[src/rtl/debounced_switch_leds.sv]
// Per-channel switch debouncer driving LEDs in follow or toggle mode.
// Each channel: 2-flop synchroniser, saturating debounce counter, press pulse and toggle latch.
module debounced_switch_leds #(
    parameter int NUM_CH          = 4,
    parameter int DEBOUNCE_CYCLES = 250000
) (
    input  logic              iClk,
    input  logic              iRst,
    input  logic [NUM_CH-1:0] iSwitch,
    input  logic              iMode,
    output logic [NUM_CH-1:0] oLED,
    output logic [NUM_CH-1:0] oPress
);

    localparam int            CW      = $clog2(DEBOUNCE_CYCLES);
    localparam logic [CW-1:0] CNT_MAX = CW'(DEBOUNCE_CYCLES - 1);

    logic [NUM_CH-1:0] syncMeta_q;
    logic [NUM_CH-1:0] syncOut_q;
    logic [NUM_CH-1:0] stable_q;
    logic [NUM_CH-1:0] stable_d;
    logic [NUM_CH-1:0] toggle_q;
    logic [NUM_CH-1:0] toggle_d;
    logic [NUM_CH-1:0] press_q;
    logic [NUM_CH-1:0] press_d;
    logic [CW-1:0]     count_q [NUM_CH];
    logic [CW-1:0]     count_d [NUM_CH];

    // A channel is accepted only after the synchronised level has disagreed with
    // the stable level for DEBOUNCE_CYCLES consecutive edges; any agreement restarts it.
    always_comb begin
        stable_d = stable_q;
        toggle_d = toggle_q;
        press_d  = '0;
        for (int ch = 0; ch < NUM_CH; ch++) begin
            count_d[ch] = '0;
            if (syncOut_q[ch] != stable_q[ch]) begin
                if (count_q[ch] == CNT_MAX) begin
                    stable_d[ch] = syncOut_q[ch];
                    if (syncOut_q[ch]) begin
                        press_d[ch]  = 1'b1;
                        toggle_d[ch] = ~toggle_q[ch];
                    end
                end else begin
                    count_d[ch] = count_q[ch] + CW'(1);
                end
            end
        end
    end

    always_ff @(posedge iClk) begin
        if (iRst) begin
            syncMeta_q <= '0;
            syncOut_q  <= '0;
            stable_q   <= '0;
            toggle_q   <= '0;
            press_q    <= '0;
            for (int ch = 0; ch < NUM_CH; ch++) begin
                count_q[ch] <= '0;
            end
        end else begin
            syncMeta_q <= iSwitch;
            syncOut_q  <= syncMeta_q;
            stable_q   <= stable_d;
            toggle_q   <= toggle_d;
            press_q    <= press_d;
            for (int ch = 0; ch < NUM_CH; ch++) begin
                count_q[ch] <= count_d[ch];
            end
        end
    end

    // Mode select is purely combinational so a mode change shows immediately.
    assign oLED   = iMode ? toggle_q : stable_q;
    assign oPress = press_q;

endmodule

[config.mk]
export PLATFORM = sky130hd
export DESIGN_NAME = debounced_switch_leds
export DESIGN_NICKNAME = d
export VERILOG_FILES = /design/src/rtl/debounced_switch_leds.sv
export SDC_FILE = /design/constraint.sdc
export NUM_CORES = 1
export LEC_CHECK = 0
export CAP_MARGIN = 20
export CORE_UTILIZATION = 25
export DETAILED_ROUTE_END_ITERATION = 6
export SYNTH_ARGS = -nofsm -noshare
export SYNTH_HDL_FRONTEND = slang
export SYNTH_SLANG_ARGS = --single-unit
[constraint.sdc]
create_clock -name iClk -period 2.1 [get_ports iClk]
set_input_delay 0.42 -clock iClk [delete_from_list [all_inputs] [get_ports iClk]]
set_output_delay 0.42 -clock iClk [all_outputs]
set_load 0.005 [all_outputs]
# After elaboration in Yosys (flattened, before gate mapping)

Memory sizes are Yosys's and may differ from the RTL's.
Cells that the tools add are included.

$mul: 0
Equality and inequality tests: 8
Muxes and demuxes: 20
Order comparisons: 0
Divide/modulo/power cells: 0
Add/subtract/negate cells: 4
Reduce and logical (&&, ||, !) cells: 12
Bitwise gates (word level): 16
Shift-type cells: 0

Operators with widths:

| operator                | number |
|---|---|
| $mux W18                | 12 |
| $add A18 B1 Y18 const B | 4 |
| $eq A18 B18 Y1 const B  | 4 |
| $not A1 Y1              | 12 |
| $reduce_and A3 Y1       | 4 |
| $reduce_or A3 Y1        | 4 |
| $reduce_and A2 Y1       | 4 |
| $mux W1                 | 7 |
| $mux W4                 | 1 |
| $ne A1 B1 Y1            | 4 |
| $or A1 B1 Y1            | 4 |

Output and inout port bits: 8
Bits of input ports: 7
ROM bits: 0
Bits in registers: 20
RAM bits: 72
Memories kept: 1
Bits in latches: 0
Logic and storage cells: 75

Memories:

| memory  | depth | width | read ports | clocked after Yosys merged registers in | write ports | RTL line | RTL |
|---|---|---|---|---|---|---|---|
| count_q | 4     | 18    | 4          | 0                                       | 4           | 26       | `logic [CW-1:0] count_q [NUM_CH];` |

# Depth between registers and ports, before layout

Gate-level depths: netlist of run 1.

Depth after elaboration: 4
Gate-level depth with buffers: 7
Depth with buffers taken out: 5

# Worst setup path after synthesis of run 1

Ideal clock, no wire load.

Path type: flip-flop to flip-flop
Start: memory count_q[0][0] in the netlist's numbering
End: memory count_q[0][10] in the netlist's numbering
Period minus slack after synthesis: 2143 ps
Buffers on the path: 2
Required time: 1972 ps
Data arrival time: 2016 ps
Stages on the path, launching flop included: 8
Slack: -43 ps
Setup time: 128 ps
Cell sequence: dfxtp_1 ha_1 nand3_1 or4_1 clkbuf_1 o21ai_1 clkbuf_1 nor2_1

RTL lines:

| item               | RTL line |
|---|---|
| start: declaration | 26 |

==> impl_metrics.json, run 1 <==
{
  "final_hold_vios": 0,
  "post_route_cells_drive_above_1_share": 0.1076,
  "vias_in_the_first_global_route": 3092,
  "setup.worst_path.end_class": "flop",
  "routed_wl_microns": 7719,
  "holdPathEnd": "syncOut_q[1]$_SDFF_PP0_",
  "coreArea_sq_mm": 0.01583,
  "clkLatencyLatePin_ps": 340,
  "power_density_mw_per_mm2": 703.7,
  "drt_drc_violations_left": 0,
  "regToRegEndpoint": "stable_q[1]$_SDFFE_PP0P_",
  "synthesis.yosys.warnings": 0,
  "relSlewSlack": 0.7009,
  "cells_along_the_critical_path": "or4b_1 > or4_4 > buf_4 > o31ai_1 > a21oi_2",
  "async_reset_ff_frac": 0,
  "postSynthRegisterBits": 92,
  "dr.first_iter.drc_count": 218,
  "crit_type": "flop to flop",
  "grtUsageTotal": 0.1011,
  "p_sw_frac": 0.1961,
  "postLayoutCellArea_sq_mm": 0.004886,
  "synth_flop_cell": "sky130_fd_sc_hd__dfxtp_1",
  "cts.reportedPaths.clkPinSlew_ps": 60,
  "mean_area_per_synthesized_cell_sq_um": 8.696,
  "outcome": "completed",
  "critical_path.reg2reg.startpoint": "count_q[1][9]$_SDFF_PP0_",
  "timing.final.max_slew_violations": 0,
  "synth.largest_area_cell": "sky130_fd_sc_hd__dfxtp_1",
  "port_buf_inserts": 14,
  "comb_power_share": 0.017,
  "worstSetupStartpointType": "flop",
  "post_cts_hold_buffers": 0,
  "clk_buf_depth": 2,
  "die_w_microns": 128.9,
  "wl_per_cell_microns": 10.75,
  "required_ps": 2320,
  "ys_seq_area_frac": 0.4574,
  "worst-r2r-cell-count": 5,
  "via_per_instance_ratio": 4.568,
  "synth_fp_nets": 478,
  "tritoncts": "built",
  "worst_path_max_fanout": 5,
  "power.share.clock": 0.472,
  "rsz0062_at_grt": "true",
  "vdd.ir_drop.worst_v": 0.0004724,
  "root_buffer": "sky130_fd_sc_hd__clkbuf_16",
  "p_int_mw": 2.764,
  "actual_slew_at_the_worst_max_slew_pin_ps": 447.3,
  "route.vias.total": 3280,
  "postSynthCellCount": 463,
  "rows": 46,
  "grt_max_degree": 19,
  "finalCriticalPeriod_ps": 2091,
  "netSwitchingPower_mw": 0.6744,
  "cts_max_level": 3,
  "max_clock_freq_mhz": 478.2,
  "syn2layout_area_growth_pct": 21.35,
  "finalCritPeriodShare": 0.9957,
  "grt_first_pass_wirelength_microns": 13580,
  "clock_sinks": 92,
  "hpwlAfterDp_microns": 5625,
  "skew_ps": 6.762,
  "reg2reg_setup_slack_ps": 9,
  "final_antenna_net_count": 0,
  "finalNetCount": 512,
  "p_leak_nw": 1.448,
  "dpl_cell_area_sq_mm": 0.004553,
  "gp_congestion": 0.7825,
  "finalPower_mw": 3.438,
  "critPathMaxStageDelay_ps": 560,
  "start_util": 0.2544,
  "hold_path.class": "flop to flop",
  "synth_top_area_frac": 0.4574,
  "setup-violations-final": 0,
  "pin_count": 15,
  "dieHeight_microns": 128.9,
  "cp_data_arrival_time_ps": 2310,
  "worstHoldPathCells": 1,
  "worstHoldStart": "syncMeta_q[1]$_SDFF_PP0_",
  "post_synthesis_cell_type_count": 39,
  "number_of_antenna_violations_at_the_first_check_in_global_routing": 0,
  "area_of_the_mapped_netlist_sq_mm": 0.004026,
  "synth_area_leaders": "sky130_fd_sc_hd__dfxtp_1, sky130_fd_sc_hd__nor2_1, sky130_fd_sc_hd__xnor2_1",
  "crit_slowest_cell": "sky130_fd_sc_hd__or4_4",
  "area_enclosed_by_the_die_boundary_sq_mm": 0.01662,
  "synth_enable_flop_cells": 0,
  "insertedDiodeCount": 0,
  "drtPass1Iterations": 4,
  "share_seq_of_total_power": 0.512,
  "drv_cap": 0,
  "clock_buffer_count_from_cts": 9,
  "global_route.overflow_total": 0
}
-- stage by stage --
stage | setup slack, ps | util | hold WS [ps] | setup TNS (ps) | std cells
after floorplan | 4.780 | - | 412.9 | 0 | 463
after global placement | -154.6 | 0.2877 | 418.5 | -530.1 | 701
after detailed placement | -139.1 | 0.2877 | 431.3 | -468.7 | 701
after CTS | 41.98 | 0.3070 | 444.1 | 0 | 717
after global routing | -65.36 | 0.3087 | 461.9 | -71.03 | 718
final | 9.039 | 0.3087 | 434.4 | 0 | 718
-- layout make-up --
type / count / area, sq um
clock buffers: 12 / 256.5
clock inverters: 4 / 47.55
fillers: 1640 / 10940
inverters: 17 / 63.81
multi-input cells: 340 / 2081
flip-flops and latches: 92 / 1843
well taps: 216 / 270.3
repair buffers: 37 / 324.1
-- layout by cell type (no fill, tap or decap), drive strengths merged, types with 4 or more instances in the layout --
| cell type | netlist | routed |
|---|---|---|
| o21ai | 16 | 16 |
| a21oi | 26 | 26 |
| xor2 | 20 | 20 |
| and4 | 4 | 4 |
| buf | 5 | 23 |
| nand2b | 4 | 4 |
| clkdlybuf4s50 | 0 | 13 |
| o31ai | 15 | 15 |
| ha | 8 | 8 |
| nor2b | 9 | 9 |
| dfxtp | 92 | 92 |
| inv | 17 | 17 |
| nor4 | 11 | 11 |
| or3 | 11 | 11 |
| nand4 | 16 | 16 |
| nand2 | 34 | 34 |
| clkbuf | 9 | 12 |
| or4b | 6 | 6 |
| nand3 | 23 | 23 |
| or4 | 16 | 16 |
| xnor2 | 26 | 26 |
| nor2 | 62 | 62 |
| and3 | 7 | 7 |
| nor3 | 13 | 13 |
-- cells by family (layout without fill, tap and decap cells) --
group           Yosys count  after routing  synth area share
simple gates            226            226            0.2980
fa+ha+maj                 8              8           0.02486
compound gates           60             60           0.08763
flops                    92             92            0.4574
xor+xnor                 46             46            0.1001
buf+inv                  31             70           0.03201
-- layer usage --
layer | global-route usage | wire (microns) | up-vias | part of all wire
li1 | - | - | 1708 | -
met1 | 0.1218 | 3728 | 1528 | 0.48
met2 | 0.1704 | 3604 | 36 | 0.47
met3 | 0.03410 | 301 | 8 | 0.039
met4 | 0.02907 | 85 | 0 | 0.011
met5 | 0 | 0 | - | 0
-- what timing repair did --
action / 4_1_cts / 5_1_grt
endpoints found under the setup margin: 6 / 2
buffers inserted: 0 / 1
gates resized for setup: 2 / 5
pin swaps: 0 / 5
-- flip-flops by register name, summed over array words and instances (netlist names) --
register / count
count_q: 72
syncOut_q: 4
syncMeta_q: 4
stable_q: 4
toggle_q: 4
oPress: 4
-- synthesized netlist by cell type, types with 11 or more instances --
| library cell | number |
|---|---|
| sky130_fd_sc_hd__or3_1 | 11 |
| sky130_fd_sc_hd__xnor2_1 | 26 |
| sky130_fd_sc_hd__nand3_1 | 23 |
| sky130_fd_sc_hd__nand4_1 | 16 |
| sky130_fd_sc_hd__nor3_1 | 13 |
| sky130_fd_sc_hd__nor2_1 | 62 |
| sky130_fd_sc_hd__a21oi_1 | 26 |
| sky130_fd_sc_hd__nand2_1 | 34 |
| sky130_fd_sc_hd__inv_1 | 17 |
| sky130_fd_sc_hd__o21ai_0 | 12 |
| sky130_fd_sc_hd__o31ai_1 | 15 |
| sky130_fd_sc_hd__xor2_1 | 20 |
| sky130_fd_sc_hd__nor4_1 | 11 |
| sky130_fd_sc_hd__dfxtp_1 | 92 |
| sky130_fd_sc_hd__or4_1 | 16 |
-- critical path: cells and delay by family (launching register included) --
family	cells	cell delay [ps]
AND/OR/NAND/NOR	2	1070
buffers and inverters	1	160
AO/OA/AOI/OAI	2	430
flip-flops	1	310
-- power by group through the flow --
stage | Sequential [mW] | Combinational [mW] | Clock (mW)
after floorplan | 1.80 | 0.0303 | 0
after detailed placement | 1.80 | 0.0594 | 0
final | 1.76 | 0.0578 | 1.62
after global placement | 1.80 | 0.0572 | 0
after global routing | 1.76 | 0.0657 | 1.75
after CTS | 1.76 | 0.0588 | 1.68
-- how the worst max path moves through the flow --
stage,start,endpoint,cells after the start
3_5_place_dp,iMode,oLED[3],5
5_1_grt,count_q[1][9]$_SDFF_PP0_,stable_q[1]$_SDFFE_PP0P_,5
6_report,count_q[1][9]$_SDFF_PP0_,stable_q[1]$_SDFFE_PP0P_,5
4_1_cts,count_q[1][11]$_SDFF_PP0_,toggle_q[1]$_SDFFE_PP0P_,4
2_1_floorplan,count_q[0][0]$_SDFF_PP0_,stable_q[0]$_SDFFE_PP0P_,6
3_3_place_gp,iMode,oLED[2],5
Power figures use the tool's default switching activity.
==> inputs of run 2 (changes only) <==
--- a/config.mk
+++ b/config.mk
@@ -7,6 +7,7 @@
 export LEC_CHECK = 0
 export CAP_MARGIN = 20
 export CORE_UTILIZATION = 25
+export CTS_CLUSTER_SIZE = 24
 export DETAILED_ROUTE_END_ITERATION = 6
 export SYNTH_ARGS = -nofsm -noshare
 export SYNTH_HDL_FRONTEND = slang
==> results of run 2 <==
The final DEF is identical to that of run 1; final timing and power are the same.
==> inputs of run 3 (changes only) <==
--- a/config.mk
+++ b/config.mk
@@ -5,10 +5,12 @@
 export SDC_FILE = /design/constraint.sdc
 export NUM_CORES = 1
 export LEC_CHECK = 0
+export ABC_AREA = 1
 export CAP_MARGIN = 20
-export CORE_UTILIZATION = 25
+export CORE_UTILIZATION = 55
 export CTS_CLUSTER_SIZE = 24
 export DETAILED_ROUTE_END_ITERATION = 6
+export PLACE_DENSITY = 0.76
 export SYNTH_ARGS = -nofsm -noshare
 export SYNTH_HDL_FRONTEND = slang
 export SYNTH_SLANG_ARGS = --single-unit
==> run 3 against run 2 <==
  * Synthesized area up 11%
  * Register-to-register slack better by 500 ps
  * Die area is 49% lower
  * Fmax is 4.1% higher
  * Clock power is 33% lower
  * Critical path type is now input pin to output port
  * Cell area shrank 0.54%
==> impl_metrics.json, run 3 <==
{
  "port_buf_inserts": 14,
  "synth_fp_nets": 653,
  "start_util": 0.5735,
  "vdd.ir_drop.worst_v": 0.0003856,
  "area_enclosed_by_the_die_boundary_sq_mm": 0.008462,
  "grt_max_degree": 18,
  "finalCriticalPeriod_ps": 2008,
  "async_reset_ff_frac": 0,
  "hold_path.class": "flop to flop",
  "synth_area_leaders": "sky130_fd_sc_hd__dfxtp_1, sky130_fd_sc_hd__nand2_1, sky130_fd_sc_hd__nor2_1",
  "via_per_instance_ratio": 4.890,
  "mostFrequentLayoutCells": "sky130_fd_sc_hd__nand2_1, sky130_fd_sc_hd__nor2_1, sky130_fd_sc_hd__dfxtp_1",
  "synth_top_area_frac": 0.4135,
  "layout.cells.most_common": "sky130_fd_sc_hd__nand2_1",
  "rows": 32,
  "cells_along_the_critical_path": "dlygate4sd2_1 > o21ai_0 > clkdlybuf4s50_1",
  "post_synthesis_cell_type_count": 28,
  "worstSetupStartpointType": "input pin",
  "skew_ps": 8.803,
  "hpwlAfterDp_microns": 6107,
  "dr.first_iter.drc_count": 103,
  "synth_enable_flop_cells": 0,
  "vias_in_the_first_global_route": 3605,
  "insertedDiodeCount": 0,
  "relSlewSlack": 0.7074,
  "max_clock_freq_mhz": 498.1,
  "setup.worst_path.end_class": "output port",
  "placed_cells_incl_taps": 750,
  "dieHeight_microns": 91.99,
  "post_route_cells_drive_above_1_share": 0.07530,
  "postSynthRegisterBits": 92,
  "synth.largest_area_cell": "sky130_fd_sc_hd__dfxtp_1",
  "grtUsageTotal": 0.2159,
  "filler_cell_count": 734,
  "rsz0062_at_grt": "false",
  "grt_first_pass_wirelength_microns": 14920,
  "actual_slew_at_the_worst_max_slew_pin_ps": 437.5,
  "area_of_the_mapped_netlist_sq_mm": 0.004454,
  "setup-violations-final": 0,
  "gp_congestion": 0.8504,
  "final_antenna_net_count": 0,
  "drt_drc_violations_left": 0,
  "required_ps": 1680,
  "largest_register_ffs": 72,
  "route.vias.total": 3746,
  "dpl_cell_area_sq_mm": 0.004688,
  "root_buffer": "sky130_fd_sc_hd__clkbuf_8",
  "syn2layout_area_growth_pct": 9.101,
  "power_density_mw_per_mm2": 596.1,
  "die_w_microns": 91.99,
  "clock_buffer_count_from_cts": 9,
  "tritoncts": "built",
  "coreArea_sq_mm": 0.007767,
  "drv_cap": 0,
  "postLayoutCellArea_sq_mm": 0.004860,
  "clk_buf_depth": 2,
  "finish.utilization": 0.6256,
  "synthesis.yosys.warnings": 0,
  "ys_seq_area_frac": 0.4135,
  "cts_max_level": 3,
  "cp_data_arrival_time_ps": 1590,
  "worst_path_max_fanout": 5,
  "p_leak_nw": 1.720,
  "drtPass1Iterations": 4,
  "pin_count": 15,
  "top_register": "count_q",
  "critPathMaxStageDelay_ps": 560,
  "clock_sinks": 92,
  "finalCritPeriodShare": 0.9560,
  "post-synth-top-count-cell": "sky130_fd_sc_hd__nand2_1",
  "crit_slowest_cell": "sky130_fd_sc_hd__clkdlybuf4s50_1",
  "number_of_antenna_violations_at_the_first_check_in_global_routing": 0,
  "synth.cells.most_frequent": "sky130_fd_sc_hd__nand2_1, sky130_fd_sc_hd__nor2_1, sky130_fd_sc_hd__dfxtp_1, sky130_fd_sc_hd__inv_1, sky130_fd_sc_hd__nand3_1",
  "fin_ws_ps": 92.31,
  "pre_cts_ws_ps": -127.4,
  "outcome": "completed",
  "clkLatencyLatePin_ps": 360,
  "postSynthCellCount": 638,
  "crit_type": "input pin to output port",
  "routed_wl_microns": 8279,
  "finish.cell_count_without_fillers": 766,
  "synth_flop_cell": "sky130_fd_sc_hd__dfxtp_1",
  "mean_area_per_synthesized_cell_sq_um": 6.982,
  "global_route.overflow_total": 0,
  "wl_per_cell_microns": 10.81,
  "final_hold_vios": 0,
  "timing.final.max_slew_violations": 0,
  "finalNetCount": 674,
  "cts.reportedPaths.clkPinSlew_ps": 100
}
## run 3: cell count changes after synthesis, moves of 13 or more
cell,previous run,this run
sky130_fd_sc_hd__xnor2_1,26,13
sky130_fd_sc_hd__o31ai_1,15,0
sky130_fd_sc_hd__nor2_1,62,148
sky130_fd_sc_hd__or4_1,16,0
sky130_fd_sc_hd__inv_1,17,76
sky130_fd_sc_hd__nand2_1,34,149
## run 3: through the flow
stage,power [mW],hold slack [ps],setup TNS [ps]
6_report,2.897,403.1,0
2_1_floorplan,1.829,388.3,0
3_5_place_dp,1.850,396.8,-482.5
4_1_cts,2.923,404.9,0
3_3_place_gp,1.848,396.9,-520.6
5_1_grt,3.017,417.9,0
## run 3: report_power, final
| group | internal (mW) | switching, mW |
|---|---|---|
| Combinational | 0.0204 | 0.0307 |
| Sequential | 1.75 | 0.00495 |
| Clock | 0.444 | 0.644 |
## run 3: final timing paths
path,startpoint,end,slack (ps),cells after the start
min,syncMeta_q[1]$_SDFF_PP0_,syncOut_q[1]$_SDFF_PP0_,400,2
min reg2reg,syncMeta_q[1]$_SDFF_PP0_,syncOut_q[1]$_SDFF_PP0_,400,2
max reg2reg,count_q[3][0]$_SDFF_PP0_,count_q[3][15]$_SDFF_PP0_,510,8
max,iMode,oLED[0],90,3
## run 3: per-layer routing
| layer | up-vias | GRT usage | routed length, microns |
|---|---|---|---|
| li1 | 1998 | - | - |
| met1 | 1692 | 0.2586 | 3938 |
| met2 | 48 | 0.3794 | 3999 |
| met3 | 8 | 0.05473 | 231 |
| met4 | 0 | 0.06380 | 110 |
| met5 | - | 0 | 0 |
## run 3: repair_timing
| item | CTS | global route |
|---|---|---|
| hold buffers | 0 | 0 |
| buffers inserted | 0 | 0 |
| gates resized for setup | 1 | 1 |
| setup endpoints to repair | 4 | 1 |
## run 3: critical path: cells and delay by family
| family | cells | cell delay, ps |
|---|---|---|
| compound gates | 1 | 300 |
| buf+inv | 2 | 860 |
## run 3: final cells by class
| cell class | instances | area, sq um | share of cell area |
|---|---|---|---|
| multi-input combinational | 462 | 2271 | 0.4673 |
| sequential | 92 | 1842 | 0.3790 |
| inverter | 78 | 292.8 | 0.06025 |
| timing repair buffer | 16 | 153.9 | 0.03167 |
| clock buffer | 10 | 127.6 | 0.02626 |
| tap | 102 | 127.6 | 0.02626 |
| clock inverter | 6 | 45.04 | 0.009269 |
## run 3: logic make-up (layout without fill, tap and decap cells)
kind of cell / Yosys count / count (layout) / synth area share
XOR/XNOR: 37 / 37 / 0.07275
buffers and inverters: 84 / 110 / 0.07668
adder cells (fa/ha/maj): 8 / 8 / 0.02247
flip-flops: 92 / 92 / 0.4135
AO/OA/AOI/OAI: 32 / 32 / 0.03595
AND/OR/NAND/NOR: 385 / 385 / 0.3787
